$ cat src/rtl/mem_port_arbiter.sv
// Arbitrates the single main-memory port between I-cache refills and D-cache accesses.
// D-side has priority; a saturating starvation counter forces an I grant after STARVE_LIM D grants.
module mem_port_arbiter #(
  parameter int unsigned ADDR_W     = 32,
  parameter int unsigned DATA_W     = 32,
  parameter int unsigned STARVE_LIM = 2
) (
  input  logic              clk,
  input  logic              rst_n,
  input  logic              ic_req,
  input  logic [ADDR_W-1:0] ic_addr,
  output logic [DATA_W-1:0] ic_rdata,
  output logic              ic_done,
  input  logic              dc_req,
  input  logic              dc_we,
  input  logic [ADDR_W-1:0] dc_addr,
  input  logic [DATA_W-1:0] dc_wdata,
  output logic [DATA_W-1:0] dc_rdata,
  output logic              dc_done,
  output logic              mem_req,
  output logic              mem_we,
  output logic [ADDR_W-1:0] mem_addr,
  output logic [DATA_W-1:0] mem_wdata,
  input  logic [DATA_W-1:0] mem_rdata,
  input  logic              mem_ack,
  output logic              icache_stall,
  output logic              dcache_stall
);

  localparam int unsigned CNT_W = $clog2(STARVE_LIM + 1);

  typedef enum logic [2:0] {
    IDLE   = 3'd0,
    BUSY_I = 3'd1,
    BUSY_D = 3'd2,
    DONE_I = 3'd3,
    DONE_D = 3'd4
  } state_t;

  state_t            state, state_d;
  logic [CNT_W-1:0]  starve_cnt, starve_cnt_d;
  logic              cmd_we, cmd_we_d;
  logic [ADDR_W-1:0] cmd_addr, cmd_addr_d;
  logic [DATA_W-1:0] cmd_wdata, cmd_wdata_d;
  logic [DATA_W-1:0] ic_rdata_d, dc_rdata_d;
  logic              ic_done_d, dc_done_d;
  logic              mem_req_d, mem_we_d;
  logic              starve_below;

  assign starve_below = (starve_cnt < CNT_W'(STARVE_LIM));

  // State, command and response registers
  always_ff @(posedge clk) begin
    if (!rst_n) begin
      state      <= IDLE;
      starve_cnt <= '0;
      cmd_we     <= 1'b0;
      cmd_addr   <= '0;
      cmd_wdata  <= '0;
      ic_rdata   <= '0;
      dc_rdata   <= '0;
      ic_done    <= 1'b0;
      dc_done    <= 1'b0;
      mem_req    <= 1'b0;
      mem_we     <= 1'b0;
    end else begin
      state      <= state_d;
      starve_cnt <= starve_cnt_d;
      cmd_we     <= cmd_we_d;
      cmd_addr   <= cmd_addr_d;
      cmd_wdata  <= cmd_wdata_d;
      ic_rdata   <= ic_rdata_d;
      dc_rdata   <= dc_rdata_d;
      ic_done    <= ic_done_d;
      dc_done    <= dc_done_d;
      mem_req    <= mem_req_d;
      mem_we     <= mem_we_d;
    end
  end

  // Next state; mem_req/mem_we/done are computed for the cycle being entered
  always_comb begin
    state_d      = state;
    starve_cnt_d = starve_cnt;
    cmd_we_d     = cmd_we;
    cmd_addr_d   = cmd_addr;
    cmd_wdata_d  = cmd_wdata;
    ic_rdata_d   = ic_rdata;
    dc_rdata_d   = dc_rdata;
    ic_done_d    = 1'b0;
    dc_done_d    = 1'b0;
    mem_req_d    = 1'b0;
    mem_we_d     = 1'b0;

    case (state)
      IDLE: begin
        if (!ic_req) starve_cnt_d = '0;
        if (dc_req && (!ic_req || starve_below)) begin
          state_d     = BUSY_D;
          cmd_we_d    = dc_we;
          cmd_addr_d  = dc_addr;
          cmd_wdata_d = dc_wdata;
          mem_req_d   = 1'b1;
          mem_we_d    = dc_we;
          // A waiting I request is only bypassed while the count is below the limit
          if (ic_req) starve_cnt_d = starve_cnt + CNT_W'(1);
        end else if (ic_req) begin
          state_d      = BUSY_I;
          cmd_we_d     = 1'b0;
          cmd_addr_d   = ic_addr;
          cmd_wdata_d  = '0;
          mem_req_d    = 1'b1;
          starve_cnt_d = '0;
        end
      end
      BUSY_I: begin
        if (mem_ack) begin
          state_d    = DONE_I;
          ic_rdata_d = mem_rdata;
          ic_done_d  = 1'b1;
        end else begin
          mem_req_d = 1'b1;
        end
      end
      BUSY_D: begin
        if (mem_ack) begin
          state_d   = DONE_D;
          dc_done_d = 1'b1;
          if (!cmd_we) dc_rdata_d = mem_rdata;
        end else begin
          mem_req_d = 1'b1;
          mem_we_d  = cmd_we;
        end
      end
      DONE_I, DONE_D: state_d = IDLE;
      default: state_d = IDLE;
    endcase
  end

  assign mem_addr  = cmd_addr;
  assign mem_wdata = cmd_wdata;

  // Stalls follow the live request so the pipeline freezes in the request cycle itself
  assign icache_stall = rst_n & ic_req & ~ic_done;
  assign dcache_stall = rst_n & dc_req & ~dc_done;

endmodule
$ cat config.mk
export PLATFORM = sky130hd
export DESIGN_NAME = mem_port_arbiter
export DESIGN_NICKNAME = d
export VERILOG_FILES = /design/src/rtl/mem_port_arbiter.sv
export SDC_FILE = /design/constraint.sdc
export NUM_CORES = 1
export LEC_CHECK = 0
export ABC_AREA = 1
export CAP_MARGIN = 25
export CORE_ASPECT_RATIO = 1.25
export CORE_UTILIZATION = 43
export CTS_CLUSTER_DIAMETER = 120
export DETAILED_ROUTE_END_ITERATION = 6
export PLACE_DENSITY_LB_ADDON = 0.12
export SYNTH_ARGS = -nofsm -noshare
export SYNTH_HDL_FRONTEND = slang
export SYNTH_SLANG_ARGS = --single-unit
$ cat constraint.sdc
create_clock -name clk -period 2.1 [get_ports clk]
set_input_delay 0.315 -clock clk [delete_from_list [all_inputs] [get_ports clk]]
set_output_delay 0.315 -clock clk [all_outputs]
set_load 0.02 [all_outputs]
==> qor.log <==
[setup_path] Critical Path Sink Type primary output
[clock_network] post-CTS sizing 0
[drt] first drt pass iteration count 5
[yosys] main combinational cell family by area after synthesis simple AND/OR/NAND/NOR gates
[clock_network] H-tree levels 4
[sta] final setup violating endpoints 0
[clock_network] clock insertion delay at the later pin of the skew report 0.41 ns
[sta] final critical-path share of the clock period 0.966
[clock_network] count of hold buffers inserted by post-cts repair 0
[sta] worst relative slew slack 0.467
[clock_network] clock tree sinks 138
[cells_and_area] Fill cells 912
[drt] remaining routing DRC violations 0
[grt] GRT Overall Usage 0.258
[sta] Hold Fails Final Rpt 0
[drt] Avg WL per Cell 13.8 µm
[cells_and_area] Non-Filler Instances 1151
[drt] detailed router's first-iteration violation count 227
[power_and_ir_drop] Static Leak 0.00356 µW
[yosys] syn nets 855
[floorplanning] die height 125 µm
[grt] antenna violations before repair 0
[setup_path] capture point of the critical path icache_stall
[sta] Worst-Margin Slew 0.800 ns
[place] number of port buffers 267
[yosys] Synth Area in Compound Gates 0.131
[clock_network] # Post-CTS Setup Buffers 0
[sta] number of max-slew violations in the final report 0
[run_status] result of the run finished clean
[drt] number of vias after detailed routing 5599
[power_and_ir_drop] power per unit of standard cell area 1240 nW/µm²
[setup_path] arrival time at the worst endpoint 1.71 ns
[floorplanning] Die Span X 101 µm
[cells_and_area] post-layout instance area 8690 µm²
[setup_path] worst setup slack for register-to-register paths 0.59 ns
[place] final RePlAce weighted congestion 0.788
[cells_and_area] layout overhead on the synthesized area 65.6%
[sta] Post-Route Skew 0.00658 ns
[setup_path] Critical Path Source ic_req
[grt] first-pass GRT wire length 25800 µm
[clock_network] buffer cell driving the clock tree root clkbuf_16
[setup_path] r2r endpoint ic_rdata[31]$_SDFFE_PN0P_
[clock_network] number of clock buffers inserted by TritonCTS 17
[drt] residual antenna-violating net count after detailed routing 0
[sta] unrepaired setup endpoints after global routing no
[cells_and_area] layout cells sized above 1 0.0596
[floorplanning] Core Region 11700 µm²
[yosys] synthesized-area fraction occupied by adder cells 0
[yosys] Cell variety after synth 21
[grt] largest net degree at the start of global routing 99
[setup_path] largest driver fanout on the critical path 3
[yosys] average cell area after synthesis 7.28 µm²
[drt] total routed wirelength 15900 µm
[yosys] sequential-to-total area share from yosys stat 0.527
[power_and_ir_drop] VDD IR max 0.756 mV
[sta] clock period minus worst slack 2.03 ns
[floorplanning] starting density of the core 0.447
[setup_path] required time worst endpoint 1.78 ns
[sta] final sum of negative setup slack 0 ns
[yosys] number of flip-flops and latches in the synthesized netlist 138
[cells_and_area] number of inserted diodes 0
[yosys] Yosys warning count 0
[yosys] area share of xor/xnor cells in the synthesized design 0
[grt] via count of the first global-routing pass 5648
[clock_network] clock transition at the register clock pins on the worst setup and hold paths after CTS 0.06 ns
[cells_and_area] Layout Nets 1113
[hold_path] Tightest Hold Check Type input port to flop
[place] total placed instance area 8050 µm²
[floorplanning] number of cell rows 44
[floorplanning] count of boundary I/O pins 268
[clock_network] TritonCTS clock tree done
[yosys] simple-gate share of the synthesized area 0.287
[cells_and_area] fin util 0.741
[yosys] post-synthesis instance area 5250 µm²
[place] estimated wirelength of the detail-placed design 11700 µm
[floorplanning] area of the die 12600 µm²
[hold_path] Worst Hold Launch rst_n
[setup_path] path depth of the worst reg2reg path 6
[sta] maximum clock frequency 493 MHz
[grt] total overflow reported by the global router 0
[clock_network] CTS max path bufs 2
[setup_path] CP startpoint kind input port
[drt] post-detailed-route via-to-cell ratio 4.86
[job] number of max-cap violations 0
[setup_path] WS Path Type input port to primary output
[place] cell total after placement 1121
[hold_path] Hold Path Cell Cnt 3
[yosys] post-synthesis mux area share 0
[yosys] Syn Inst Count 721
[setup_path] RR Startpoint state[1]$_SDFFE_PN0P_
## cell type report
class | count | area, µm² | area share
Timing Repair Buffer | 285 | 2840 | 0.327
Clock inverter | 11 | 196 | 0.0226
Sequential cell | 138 | 2760 | 0.318
Clock buffer | 19 | 443 | 0.0510
Inverter | 12 | 47.5 | 0.00547
Multi-Input combinational cell | 525 | 2200 | 0.253
Tap cell | 161 | 201 | 0.0232
## through the flow
| step | setup WS, ns | hold WS [ns] | total power [µW] |
|---|---|---|---|
| after global routing | 0.0124 | 0.274 | 11300 |
| after CTS | 0.0678 | 0.228 | 10800 |
| final | 0.0710 | 0.238 | 10800 |
| after detailed placement | 0.0857 | 0.451 | 7590 |
| after global placement | 0.118 | 0.445 | 7480 |
| after floorplan | 0.457 | 0.450 | 5730 |
## kinds of logic after synthesis
logic type	after synthesis
and+or+nand+nor	389
DFF	138
AOI/OAI and AO/OA	136
buffers and inverters	58
## report_power, final
group / leakage (µW) / internal (µW) / switching (µW)
sequential: 0.00113 / 3240 / 318
clock: 0.000305 / 2130 / 1090
combinational: 0.00213 / 1760 / 2230
total: 0.00356 / 7120 / 3640
## worst min-delay path by stage
stage,endpoint,slack [ns]
2_1_floorplan,ic_rdata[10]$_SDFFE_PN0P_,0.45
5_1_grt,mem_wdata[21]$_SDFFE_PN0P_,0.27
4_1_cts,mem_wdata[21]$_SDFFE_PN0P_,0.23
3_3_place_gp,mem_wdata[25]$_SDFFE_PN0P_,0.44
3_5_place_dp,mem_wdata[0]$_SDFFE_PN0P_,0.45
6_report,mem_wdata[21]$_SDFFE_PN0P_,0.24
## cell usage after synthesis (all sizes together)
library cell | n | area, µm²
clkbuf | 17 | 63.8
nand2 | 177 | 674
o21ai | 98 | 490
nand3 | 2 | 10.0
dfxtp | 138 | 2760
nor2 | 204 | 791
nand4 | 2 | 12.5
inv | 11 | 43.8
buf | 29 | 176
nor3 | 4 | 20.0
clkinv | 1 | 3.75
a21oi | 38 | 198
## state kept, by name, summed over array words and instances (netlist names)
| register | flops |
|---|---|
| cmd_we | 1 |
| dc_done | 1 |
| dc_rdata | 32 |
| ic_done | 1 |
| ic_rdata | 32 |
| mem_addr | 32 |
| mem_req | 1 |
| mem_wdata | 32 |
| mem_we | 1 |
| starve_cnt | 2 |
| state | 3 |
## per-layer routing
layer | up-vias | GRT usage | wire (µm)
li1 | 2795 | - | -
met1 | 2529 | 0.264 | 5990
met2 | 228 | 0.463 | 8050
met3 | 47 | 0.0794 | 1240
met4 | 0 | 0.135 | 609
met5 | - | 0 | 0
## placed cells by master (no fill, tap or decap)
| cell | synthesis | final |
|---|---|---|
| o21ai_1 | 1 | 1 |
| nor3_1 | 4 | 4 |
| nand2_2 | 1 | 1 |
| inv_1 | 8 | 8 |
| nand2_1 | 175 | 175 |
| clkinvlp_4 | 0 | 2 |
| nor2_4 | 3 | 3 |
| clkinv_2 | 0 | 1 |
| inv_4 | 1 | 1 |
| nand3_1 | 2 | 2 |
| clkbuf_1 | 17 | 1 |
| bufinv_16 | 0 | 5 |
| clkbuf_16 | 0 | 17 |
| clkinv_4 | 0 | 3 |
| nor2_1 | 200 | 200 |
| nor2_2 | 1 | 1 |
| inv_2 | 2 | 2 |
| nand4_1 | 2 | 2 |
| clkdlybuf4s50_1 | 0 | 266 |
| clkbuf_8 | 0 | 1 |
| nand2_4 | 1 | 1 |
| a21oi_2 | 2 | 2 |
| a21oi_1 | 36 | 36 |
| buf_2 | 24 | 1 |
| o21ai_0 | 97 | 97 |
| clkinv_1 | 1 | 1 |
| buf_4 | 0 | 15 |
| buf_12 | 0 | 3 |
| dfxtp_1 | 138 | 138 |
## critical path, cell delays in order
cell and delay [ns]:
clkdlybuf4s50_1 0.48, inv_1 0.07, nor3_1 0.20, clkdlybuf4s50_1 0.65
No activity file was read; power rests on OpenSTA's default activity.
